[src/rtl/mul_sequencer_pkg.sv]
// Shared definitions for the multi-cycle shift-add multiplier sequencer.
package mul_sequencer_pkg;

  typedef enum logic [1:0] {
    IDLE = 2'd0,
    ITER = 2'd1,
    DONE = 2'd2
  } state_e;

  // Opcode on which the control unit raises start.
  localparam logic [3:0] MUL_OPCODE = 4'b1111;

endpackage

[src/rtl/mul_sequencer_dp.sv]
// Shift-add datapath: multiplicand/multiplier/accumulator registers and the adder.
// i_load captures fresh operands; i_step performs one multiplier-bit iteration.
module mul_sequencer_dp #(
  parameter int WIDTH = 16
) (
  input  logic               i_clk,
  input  logic               i_rst,
  input  logic               i_load,
  input  logic               i_step,
  input  logic [WIDTH-1:0]   i_op_a,
  input  logic [WIDTH-1:0]   i_op_b,
  output logic [2*WIDTH-1:0] o_acc_next,
  output logic               o_mplr_zero
);

  logic [2*WIDTH-1:0] r_mcand;
  logic [2*WIDTH-1:0] r_acc;
  logic [WIDTH-1:0]   r_mplr;
  logic [WIDTH-1:0]   w_mplr_next;

  // Accumulator value after the current iteration (adds mcand when the low multiplier bit is set).
  assign o_acc_next  = r_acc + (r_mplr[0] ? r_mcand : '0);
  assign w_mplr_next = r_mplr >> 1;
  // Multiplier is exhausted once the shifted value has no set bits left.
  assign o_mplr_zero = (w_mplr_next == '0);

  // Operand capture on load, shift/accumulate on step.
  always_ff @(posedge i_clk or posedge i_rst) begin
    if (i_rst) begin
      r_mcand <= '0;
      r_mplr  <= '0;
      r_acc   <= '0;
    end else if (i_load) begin
      r_mcand <= {{WIDTH{1'b0}}, i_op_a};
      r_mplr  <= i_op_b;
      r_acc   <= '0;
    end else if (i_step) begin
      r_acc   <= o_acc_next;
      r_mcand <= r_mcand << 1;
      r_mplr  <= w_mplr_next;
    end
  end

endmodule

[src/rtl/mul_sequencer.sv]
// Multi-cycle unsigned shift-add multiplier sequencer (one multiplier bit per clock).
// Optional build macro MUL_SEQUENCER_EARLY_EXIT_EN: finish as soon as the remaining
// multiplier bits are all zero, and short-circuit a zero multiplier at acceptance.
module mul_sequencer
  import mul_sequencer_pkg::*;
#(
  parameter int WIDTH = 16,
  parameter int CNT_W = $clog2(WIDTH + 1)
) (
  input  logic               CLK,
  input  logic               RST,
  input  logic               start,
  input  logic [WIDTH-1:0]   op_a,
  input  logic [WIDTH-1:0]   op_b,
  output logic               busy,
  output logic               done,
  output logic [2*WIDTH-1:0] product,
  output logic [CNT_W-1:0]   iter_cnt
);

  state_e             r_state, w_state_next;
  logic [2*WIDTH-1:0] r_product;
  logic [CNT_W-1:0]   r_iter_cnt;

  logic               w_load;
  logic               w_step;
  logic               w_upd_product;
  logic [2*WIDTH-1:0] w_product_val;
  logic [2*WIDTH-1:0] w_acc_next;
  logic               w_mplr_zero;
  logic               w_cnt_last;
  logic               w_finish;

  mul_sequencer_dp #(.WIDTH(WIDTH)) u_dp (
    .i_clk       (CLK),
    .i_rst       (RST),
    .i_load      (w_load),
    .i_step      (w_step),
    .i_op_a      (op_a),
    .i_op_b      (op_b),
    .o_acc_next  (w_acc_next),
    .o_mplr_zero (w_mplr_zero)
  );

  assign w_cnt_last = (r_iter_cnt == CNT_W'(WIDTH - 1));

`ifdef MUL_SEQUENCER_EARLY_EXIT_EN
  assign w_finish = w_cnt_last || w_mplr_zero;
`else
  // After the WIDTH-th shift the multiplier is always zero, so this equals w_cnt_last.
  assign w_finish = w_cnt_last && w_mplr_zero;
`endif

  // State register.
  always_ff @(posedge CLK or posedge RST) begin
    if (RST) r_state <= IDLE;
    else     r_state <= w_state_next;
  end

  // Next-state and datapath control decode.
  always_comb begin
    w_state_next  = r_state;
    w_load        = 1'b0;
    w_step        = 1'b0;
    w_upd_product = 1'b0;
    w_product_val = w_acc_next;
    case (r_state)
      IDLE, DONE: begin
        if (start) begin
          w_load       = 1'b1;
          w_state_next = ITER;
`ifdef MUL_SEQUENCER_EARLY_EXIT_EN
          if (op_b == '0) begin
            w_state_next  = DONE;
            w_upd_product = 1'b1;
            w_product_val = '0;
          end
`endif
        end else begin
          w_state_next = IDLE;
        end
      end
      ITER: begin
        w_step = 1'b1;
        if (w_finish) begin
          w_state_next  = DONE;
          w_upd_product = 1'b1;
        end
      end
      default: w_state_next = IDLE;
    endcase
  end

  // Product holds the last result; iteration counter clears on accept, counts per step.
  always_ff @(posedge CLK or posedge RST) begin
    if (RST) begin
      r_product  <= '0;
      r_iter_cnt <= '0;
    end else begin
      if (w_upd_product) r_product <= w_product_val;
      if (w_load)        r_iter_cnt <= '0;
      else if (w_step)   r_iter_cnt <= r_iter_cnt + CNT_W'(1);
    end
  end

  assign busy     = (r_state == ITER);
  assign done     = (r_state == DONE);
  assign product  = r_product;
  assign iter_cnt = r_iter_cnt;

endmodule
[config.mk]
export PLATFORM = sky130hd
export DESIGN_NAME = mul_sequencer
export DESIGN_NICKNAME = d
export VERILOG_FILES = /design/src/rtl/mul_sequencer_pkg.sv /design/src/rtl/mul_sequencer_dp.sv /design/src/rtl/mul_sequencer.sv
export SDC_FILE = /design/constraint.sdc
export NUM_CORES = 1
export LEC_CHECK = 0
export CAP_MARGIN = 30
export CORE_UTILIZATION = 45
export DETAILED_ROUTE_END_ITERATION = 6
export PLACE_DENSITY_LB_ADDON = 0.12
export SLEW_MARGIN = 30
export SYNTH_ARGS = -nofsm -noshare
export SYNTH_HDL_FRONTEND = slang
export SYNTH_SLANG_ARGS = --single-unit
[constraint.sdc]
create_clock -name CLK -period 7.8 [get_ports CLK]
set_clock_uncertainty 0.2 [all_clocks]
set_input_delay 0.78 -clock CLK [delete_from_list [all_inputs] [get_ports CLK]]
set_output_delay 0.78 -clock CLK [all_outputs]
set_load 0.05 [all_outputs]
==> results.sh <==
export IMPL_hold_viol=0
export IMPL_critPathRequiredTime_ns=6.82
export IMPL_ys_async_sr_fraction=1.00
export IMPL_worst_pin_slew_ns=0.858
export IMPL_ys_seq_area_frac=0.446
export IMPL_min_path_type="flip-flop to flip-flop"
export IMPL_yosysWarnings=0
export IMPL_worst_path_max_fanout=44
export IMPL_start_kind="flip-flop"
export IMPL_ys_top_cells_by_area="dfrtp_1 45%, nand2_1 7.4%, ha_1 6.2%"
export IMPL_ys_ff_latch=119
export IMPL_die_h_um=124
export IMPL_clk_pin_slew_ns=0.06
export IMPL_synthAdderAreaFrac=0.0649
export IMPL_antenna_found_initial=0
export IMPL_coreArea_sq_um=14500
export IMPL_yosysTopAreaCell="dfrtp_1"
export IMPL_core_rowCount=44
export IMPL_clock_root_buffer="clkbuf_16"
export IMPL_syn_inst=707
export IMPL_grt_pass1_wl_mm=26.9
export IMPL_drc_errors=0
export IMPL_power_share_sequential=0.291
export IMPL_yosys_area_share_xor_xnor=0.0328
export IMPL_end_kind="output port"
export IMPL_ir_drop_uv=274
export IMPL_grt_pass1_vias=5297
export IMPL_syn2layout_area_growth_pct=22.0
export IMPL_combPwrFrac=0.487
export IMPL_p_sw_w=0.00161
export IMPL_grt_max_degree=65
export IMPL_synth_top_area_frac=0.446
export IMPL_cts_resized=0
export IMPL_clk_latency_ns=0.42
export IMPL_die_area_sq_um=15300
export IMPL_gp_congestion=0.907
export IMPL_drive_above_1_share=0.0916
export IMPL_yosysMostFrequentCell="nand2_1"
export IMPL_synth_cell_area_sq_um=6670
export IMPL_synthFlopType="dfrtp_1"
export IMPL_vias=5555
export IMPL_antenna_cells=0
export IMPL_grt_setup_unrepaired="no"
export IMPL_cts_buffer_depth=2
export IMPL_via_per_inst=5.79
export IMPL_synth_nets=776
export IMPL_path_class="flip-flop to output port"
export IMPL_timing_final_crit_period_ns=4.39
export IMPL_firstDrtPassIters=5
export IMPL_overflow=0
export IMPL_synth_top_family_by_area="compound AO/OA/AOI/OAI gates"
export IMPL_avgSynthCellArea_sq_um=9.44
export IMPL_io_buffer_count=73
export IMPL_cap_viol_max_count=0
export IMPL_setup_slack_ns=3.41
export IMPL_swShare=0.428
export IMPL_io_pins=74
export IMPL_post_cts_buffers=0
export IMPL_synth_simple_area_share=0.173
export IMPL_power_frac_clock=0.222
export IMPL_relSlewSlack=0.427
export IMPL_synth_compound_area_frac=0.222
export IMPL_power_internal_w=0.00216
export IMPL_grtUsageTotal=0.230
export IMPL_drtAntennaViolNets=0
export IMPL_fin_nets=831
export IMPL_h_tree_depth=4
export IMPL_crit_arrival_ns=3.41
export IMPL_numCtsBuffers=17
export IMPL_dr_wl_met3_um=737
export IMPL_final_setup_tns_ns=0
export IMPL_synth_mux_area_frac=0.0302
export IMPL_outcome="completed"
export IMPL_wl_met1_mm=7.78
export IMPL_synthTopCellsByCount="131 x nand2_1, 119 x dfrtp_1, 46 x a22o_1"
export IMPL_cts_sinks=119
export IMPL_floorplan_initialDensity=0.461
export IMPL_p_per_area_nw_per_um2=463
export IMPL_postCtsHoldBufs=0
export IMPL_routed_wirelength_mm=16.4
export IMPL_wire_per_inst_um=17.1
export IMPL_period_share=0.563
export IMPL_met2WireLength_mm=7.53
export IMPL_place_ws_ns=3.85
export IMPL_max_freq_ghz=0.228
export IMPL_leakage_nw=3.69
export IMPL_fp_dieW_um=124
export IMPL_initialDrtViolationCount=340
export IMPL_topRoutingLayerUsed="met4"
export IMPL_maxSlewViolCount=0
export IMPL_cts_tree="built"
export IMPL_ys_types=62
export IMPL_synth_edf_count=0
export IMPL_hpwl_mm=11.2
export IMPL_setup_violations=0
==> layout by cell type (no fill, tap or decap), drive strengths merged, types with 3 or more instances in the layout <==
| master | synthesis | routed |
|---|---|---|
| a211oi | 4 | 4 |
| a21o | 5 | 5 |
| a21oi | 37 | 37 |
| a22o | 46 | 46 |
| a22oi | 24 | 24 |
| a31oi | 13 | 13 |
| and2 | 32 | 32 |
| and3 | 7 | 7 |
| buf | 16 | 5 |
| bufinv | 0 | 4 |
| clkbuf | 26 | 17 |
| clkdlybuf4s50 | 0 | 73 |
| clkinv | 0 | 4 |
| clkinvlp | 0 | 5 |
| dfrtp | 119 | 119 |
| ha | 33 | 33 |
| inv | 9 | 11 |
| mux2 | 14 | 14 |
| mux2i | 4 | 4 |
| nand2 | 131 | 131 |
| nand2b | 4 | 4 |
| nand3 | 11 | 11 |
| nand4 | 10 | 10 |
| nor2 | 40 | 40 |
| nor2b | 3 | 3 |
| nor3 | 8 | 8 |
| nor4 | 3 | 3 |
| o211ai | 6 | 6 |
| o21a | 10 | 10 |
| o21ai | 33 | 33 |
| o21bai | 4 | 4 |
| or3 | 3 | 3 |
| xnor2 | 14 | 14 |
| xor2 | 11 | 11 |
==> per-layer routing <==
metal  vias to the layer above  global-route usage
li1                       2672                   -
met1                      2708               0.315
met2                       144               0.348
met3                        31              0.0504
met4                         0              0.0979
met5                         -                   0
==> area by class of cell <==
cell class | count | area [sq um]
Fill cell | 1323 | 6340
Multi-Input combinational cell | 537 | 3500
Sequential cell | 119 | 2980
Timing Repair Buffer | 78 | 768
Clock buffer | 17 | 425
Tap cell | 184 | 230
Clock inverter | 15 | 203
Inverter | 9 | 36.3
==> path summary, 6_finish.rpt <==
| check | from | slack [ns] | cells past startpoint | end |
|---|---|---|---|---|
| max | r_state[1]$_DFFE_PP0P_ | 3.41 | 4 | busy |
| min | product[3]$_DFFE_PP0P_ | 0.28 | 2 | product[3]$_DFFE_PP0P_ |
| max reg2reg | u_dp.r_mplr[0]$_DFFE_PP0P_ | 4.35 | 10 | product[22]$_DFFE_PP0P_ |
| min reg2reg | product[3]$_DFFE_PP0P_ | 0.28 | 2 | product[3]$_DFFE_PP0P_ |
| max in group asynchronous | RST | 5.48 | 3 | u_dp.r_mcand[31]$_DFFE_PP0P_ |
| min in group asynchronous | RST | 0.63 | 2 | product[31]$_DFFE_PP0P_ |
==> kinds of logic (layout without fill, tap and decap cells) <==
| logic type | Yosys count | in the layout |
|---|---|---|
| xor+xnor | 25 | 25 |
| compound gates | 204 | 204 |
| buf+inv | 51 | 119 |
| fa+ha+maj | 34 | 34 |
| mux | 18 | 18 |
| simple gates | 256 | 256 |
| flops | 119 | 119 |
==> per-stage QoR <==
stage	utilization	area [sq um]	hold WS, ns	total power (W)	instances
final	0.562	8140	0.276	0.00377	959
after global routing	0.562	8140	0.304	0.00402	959
after CTS	0.562	8140	0.281	0.00379	959
after detailed placement	0.519	7510	0.263	0.00293	927
after global placement	0.519	7510	0.260	0.00289	927
after floorplan	-	6670	0.260	0.00245	707
==> sequential cells by signal, indices dropped and copies added (netlist names) <==
| name | cells |
|---|---|
| product | 32 |
| u_dp.r_acc | 32 |
| u_dp.r_mcand | 32 |
| u_dp.r_mplr | 16 |
| iter_cnt | 5 |
| r_state | 2 |
==> power by group through the flow <==
stage	Combinational, W	Clock, W	Sequential [W]
floorplan	0.00113	0	0.00131
global placement	0.00179	0	0.00110
detailed placement	0.00183	0	0.00110
CTS	0.00184	0.000852	0.00110
global route	0.00201	0.000875	0.00113
finish	0.00184	0.000836	0.00110
==> critical path: stages (launching register included) <==
cell and delay [ns]:
dfrtp_1 0.37, nand2b_1 0.43, inv_2 0.74, buf_4 0.53, clkdlybuf4s50_1 0.89
Note: power is estimated with default switching activity, not from simulation.
